$ cat src/rtl/channel_selector.sv
// Registered channel multiplexer with manual selection and timed auto-scan.
// Outputs lag the sampled inputs by one clock; hold freezes everything.
module channel_selector #(
  parameter int WIDTH    = 8,
  parameter int CHANNELS = 4,
  parameter int DWELL    = 16,
  localparam int SEL_W   = $clog2(CHANNELS)
) (
  input  logic                      clk,
  input  logic                      rst,
  input  logic [CHANNELS*WIDTH-1:0] din,
  input  logic [SEL_W-1:0]          sel,
  input  logic                      mode,
  input  logic                      hold,
  output logic [WIDTH-1:0]          q,
  output logic [SEL_W-1:0]          ch,
  output logic                      q_valid,
  output logic                      switched,
  output logic                      sel_err
);

  localparam int CNT_W = (DWELL > 1) ? $clog2(DWELL) : 1;
  localparam logic [CNT_W-1:0] CNT_LAST = CNT_W'(DWELL - 1);
  localparam logic [SEL_W:0]   CH_LIM   = (SEL_W + 1)'(CHANNELS);
  localparam logic [SEL_W-1:0] CH_LAST  = SEL_W'(CHANNELS - 1);

  typedef enum logic {MANUAL, SCAN} state_t;

  state_t             state_q, state_d;
  logic [CNT_W-1:0]   cnt_q, cnt_d, cnt_base;
  logic [SEL_W-1:0]   ch_q, ch_d, ch_inc;
  logic [WIDTH-1:0]   data_q, data_d;
  logic               valid_q, valid_d;
  logic               switched_q, switched_d;
  logic               err_q, err_d;
  logic               sel_ok, load;
  logic [WIDTH-1:0]   chan [CHANNELS];

  for (genvar gi = 0; gi < CHANNELS; gi++) begin : g_unpack
    assign chan[gi] = din[gi*WIDTH +: WIDTH];
  end

  assign sel_ok = ({1'b0, sel} < CH_LIM);
  assign ch_inc = (ch_q == CH_LAST) ? '0 : ch_q + 1'b1;
  // A fresh scan always starts its dwell from zero, whatever the counter held.
  assign cnt_base = (state_q == SCAN) ? cnt_q : '0;

  always_comb begin
    state_d    = state_q;
    cnt_d      = cnt_q;
    ch_d       = ch_q;
    data_d     = data_q;
    valid_d    = valid_q;
    err_d      = err_q;
    switched_d = 1'b0;
    load       = 1'b0;
    if (!hold) begin
      if (!mode) begin
        state_d = MANUAL;
        cnt_d   = '0;
        if (sel_ok) begin
          ch_d    = sel;
          valid_d = 1'b1;
          err_d   = 1'b0;
          load    = 1'b1;
        end else begin
          err_d = 1'b1;
        end
      end else begin
        state_d = SCAN;
        valid_d = 1'b1;
        err_d   = 1'b0;
        load    = 1'b1;
        if (cnt_base == CNT_LAST) begin
          cnt_d = '0;
          ch_d  = ch_inc;
        end else begin
          cnt_d = cnt_base + CNT_W'(1);
        end
      end
      if (load) begin
        for (int k = 0; k < CHANNELS; k++) begin
          if (ch_d == SEL_W'(k)) data_d = chan[k];
        end
      end
      switched_d = (ch_d != ch_q);
    end
  end

  always_ff @(posedge clk or posedge rst) begin
    if (rst) begin
      state_q    <= MANUAL;
      cnt_q      <= '0;
      ch_q       <= '0;
      data_q     <= '0;
      valid_q    <= 1'b0;
      switched_q <= 1'b0;
      err_q      <= 1'b0;
    end else begin
      state_q    <= state_d;
      cnt_q      <= cnt_d;
      ch_q       <= ch_d;
      data_q     <= data_d;
      valid_q    <= valid_d;
      switched_q <= switched_d;
      err_q      <= err_d;
    end
  end

  assign q        = data_q;
  assign ch       = ch_q;
  assign q_valid  = valid_q;
  assign switched = switched_q;
  assign sel_err  = err_q;

endmodule

$ cat config.mk
export PLATFORM = sky130hd
export DESIGN_NAME = channel_selector
export DESIGN_NICKNAME = d
export VERILOG_FILES = /design/src/rtl/channel_selector.sv
export SDC_FILE = /design/constraint.sdc
export NUM_CORES = 1
export LEC_CHECK = 0
export BUFFER_PORTS_ARGS = -buffer_cell sky130_fd_sc_hd__buf_2
export CORE_MARGIN = 1
export CORE_UTILIZATION = 42
export DETAILED_ROUTE_END_ITERATION = 6
export PLACE_DENSITY = 0.82
export SLEW_MARGIN = 20
export SYNTH_ARGS = -nofsm -noshare
export SYNTH_HDL_FRONTEND = slang
export SYNTH_SLANG_ARGS = --single-unit
$ cat constraint.sdc
create_clock -name clk -period 2 [get_ports clk]
set_clock_uncertainty 0.05 [all_clocks]
set_input_delay 0.1 -clock clk [delete_from_list [all_inputs] [get_ports clk]]
set_output_delay 0.1 -clock clk [all_outputs]
set_load 0.01 [all_outputs]
==> flow_metrics.py <==
metrics = {
    "critical_path": {
        "cp_slowest_cell": "dfrtp_1",
        "worstSetupEndpointType": "flop",
        "crit_required_ps": 2150,
        "path_cells": "and2_4, ha_4, nand4_4, mux2_4, nor2_4, nor3_4, buf_12, a221oi_2",
        "crit_type": "flop to flop",
        "crit_fanout": 7,
        "max_stage_delay_ps": 400,
        "arrival_ps": 2070,
        "startpoint_type": "flop",
        "crit_family": "simple AND/OR/NAND/NOR gates",
        "path_buf_inv": 1,
    },
    "timing": {
        "layout_setup_ws_ps": 81.7,
        "fmax_mhz": 521,
        "setup_viol": 0,
        "slew-limit-headroom": 0.547,
        "grt_setup_unrepaired": "no",
        "hold_violations": 0,
        "period_share": 0.959,
        "tightest_slew_ps": 679,
        "final.setup.tns_ps": 0,
        "period_needed_ps": 1920,
        "report.final.slew_viol_count": 0,
        "holdWs_ps": 78.9,
    },
    "clock_network": {
        "root_buffer": "clkbuf_4",
        "cts_num_sinks": 17,
        "cts_tree": "done",
        "cts_buffers": 3,
        "clk_pin_slew_ps": 100,
        "cts.htree.levels": 1,
        "clk_latency_ps": 290,
        "cts_max_path_buffers": 2,
    },
    "power": {
        "ir_drop_mv": 0.456,
        "powerDensity_nw_per_um2": 612,
        "p_leak_nw": 0.827,
    },
    "floorplan": {
        "core.rowCount": 18,
        "die_y_um": 53.8,
        "fp.dieW_um": 53.8,
        "initial_core_util": 0.450,
        "die_area_um2": 2890,
        "io_pins": 51,
        "coreArea_um2": 2500,
    },
    "synthesis": {
        "syn-mean-instance-area_um2": 9.62,
        "post-synth-top-area-cell": "dfrtp_1",
        "syn_area_um2": 1130,
        "syn_inst": 117,
        "synth_nets": 157,
        "synth_edf_count": 0,
        "ys_top_cells_by_area": "dfrtp_1 (38%), a221oi_2 (11%), mux2i_1 (8.9%), nand2_1 (8.0%), and3_1 (4.4%)",
        "seq_area_frac_synth": 0.378,
        "synthArstFlopShare": 1.00,
        "ys.flop_type": "dfrtp_1",
        "ys_types": 31,
        "yosys_warnings": 0,
        "netlist.area_leader.share": 0.378,
        "ys_seq_elements": 17,
    },
    "outcome": {
        "status": "completed",
    },
    "drt": {
        "vias": 1064,
        "drc": 0,
        "wire_per_inst_um": 13.2,
        "drt-vias-per-instance": 5.12,
        "drt_pass1_iterations": 4,
        "wl_um": 2760,
        "final_antenna_net_count": 0,
        "first_iter_violations": 19,
    },
    "global_routing": {
        "antenna_found_initial": 0,
        "grt_pass1_vias": 977,
        "grt_pass1_wl_um": 4200,
        "grt-ovfl-total": 0,
        "grt_max_degree": 24,
        "gr-usage-all-layers": 0.209,
    },
    "place": {
        "dp_hpwl_um": 2130,
        "place_congestion": 0.737,
        "io_buffers": 49,
        "place_ws_ps": -81.4,
    },
    "layout": {
        "final_cell_mix": "buf_2 (49), nand2_1 (24), dfrtp_1 (17)",
        "fillers": 209,
        "drive_gt1_frac": 0.466,
        "layout_commonest_cell": "buf_2",
        "nets": 219,
        "synthToLayoutAreaGrowth_pct": 38.2,
        "diodes": 0,
        "final_util": 0.623,
    },
    "run": {
        "cap_violations": 0,
    },
    "min_path": {
        "hp-class": "primary input to flop",
    },
}
## cells in the mapped netlist (all sizes together), types with 3 or more instances
cell	n
o21ai	7
dfrtp	17
inv	11
nand2	24
nor2	3
mux2i	11
a21oi	3
and3	8
a221oi	8
buf	4
## cell type report
| cell class | count | area [um2] | area share |
|---|---|---|---|
| Tap cell | 30 | 37.5 | 0.0241 |
| Inverter | 11 | 41.3 | 0.0265 |
| Sequential cell | 17 | 425 | 0.273 |
| Clock buffer | 4 | 26.3 | 0.0169 |
| Multi-Input combinational cell | 84 | 664 | 0.427 |
| Timing Repair Buffer | 62 | 362 | 0.232 |
## per-layer routing
metal  GRT usage  routed length, um
met4      0.0395                 27
met5           0                  0
met3      0.0593                117
met1       0.230               1040
met2       0.393               1570
## logic make-up (layout without fill, tap and decap cells)
logic type               after synthesis  count (layout)  share of synthesized area
flip-flops                            17              17                      0.378
AND/OR/NAND/NOR                       46              46                      0.216
adder cells (fa/ha/maj)                2               2                     0.0222
other                                  1               1                    0.00333
multiplexers                          13              13                      0.129
AO/OA/AOI/OAI                         21              21                      0.177
buffers and inverters                 16              77                     0.0678
XOR/XNOR                               1               1                    0.00778
## worst paths after layout
path	from	end	slack, ps	cells after the start
setup / recovery	state_q$_DFFE_PP0N_	q[2]$_DFFE_PP0P_	80	8
hold / removal	sel[0]	switched$_DFF_PP0_	80	3
setup reg to reg	state_q$_DFFE_PP0N_	q[2]$_DFFE_PP0P_	80	8
hold reg to reg	q_valid$_DFFE_PP0N_	q_valid$_DFFE_PP0N_	420	1
max in group asynchronous	rst	cnt_q[1]$_DFFE_PP0N_	1080	3
min in group asynchronous	rst	q[4]$_DFFE_PP0P_	390	3
## flip-flops by register name, indices dropped and copies added, names as in the netlist
| name | cells |
|---|---|
| q | 8 |
| cnt_q | 4 |
| ch | 2 |
| q_valid | 1 |
| state_q | 1 |
| switched | 1 |
## where the power goes
part / total, mW / switching [mW] / internal [mW]
clock: 0.188 / 0.110 / 0.0777
sequential: 0.412 / 0.0255 / 0.386
combinational: 0.353 / 0.180 / 0.173
## worst register-to-register path: cells and delay by family, from the launching register on
kind | cells | cell delay [ps]
AND/OR/NAND/NOR | 4 | 490
flip-flops | 1 | 400
multiplexers | 1 | 350
AO/OA/AOI/OAI | 1 | 220
adder cells (fa/ha/maj) | 1 | 170
buffers and inverters | 1 | 170
## through the flow
step	std cells	total power [mW]	cell area, um2
detailed placement	197	0.743	1420
floorplan	117	0.623	1130
finish	208	0.952	1560
global placement	197	0.724	1420
CTS	205	0.941	1510
global route	208	1.01	1560
## what timing repair did
item | in CTS | in global routing
buffers inserted | 3 | 3
resized for setup | 4 | 6
pin swaps | 2 | 1
endpoints found under the hold margin | 17 | 0
hold buffers | 1 | 0
setup endpoints to repair | 9 | 9
Note: power is estimated with default switching activity, not from simulation.
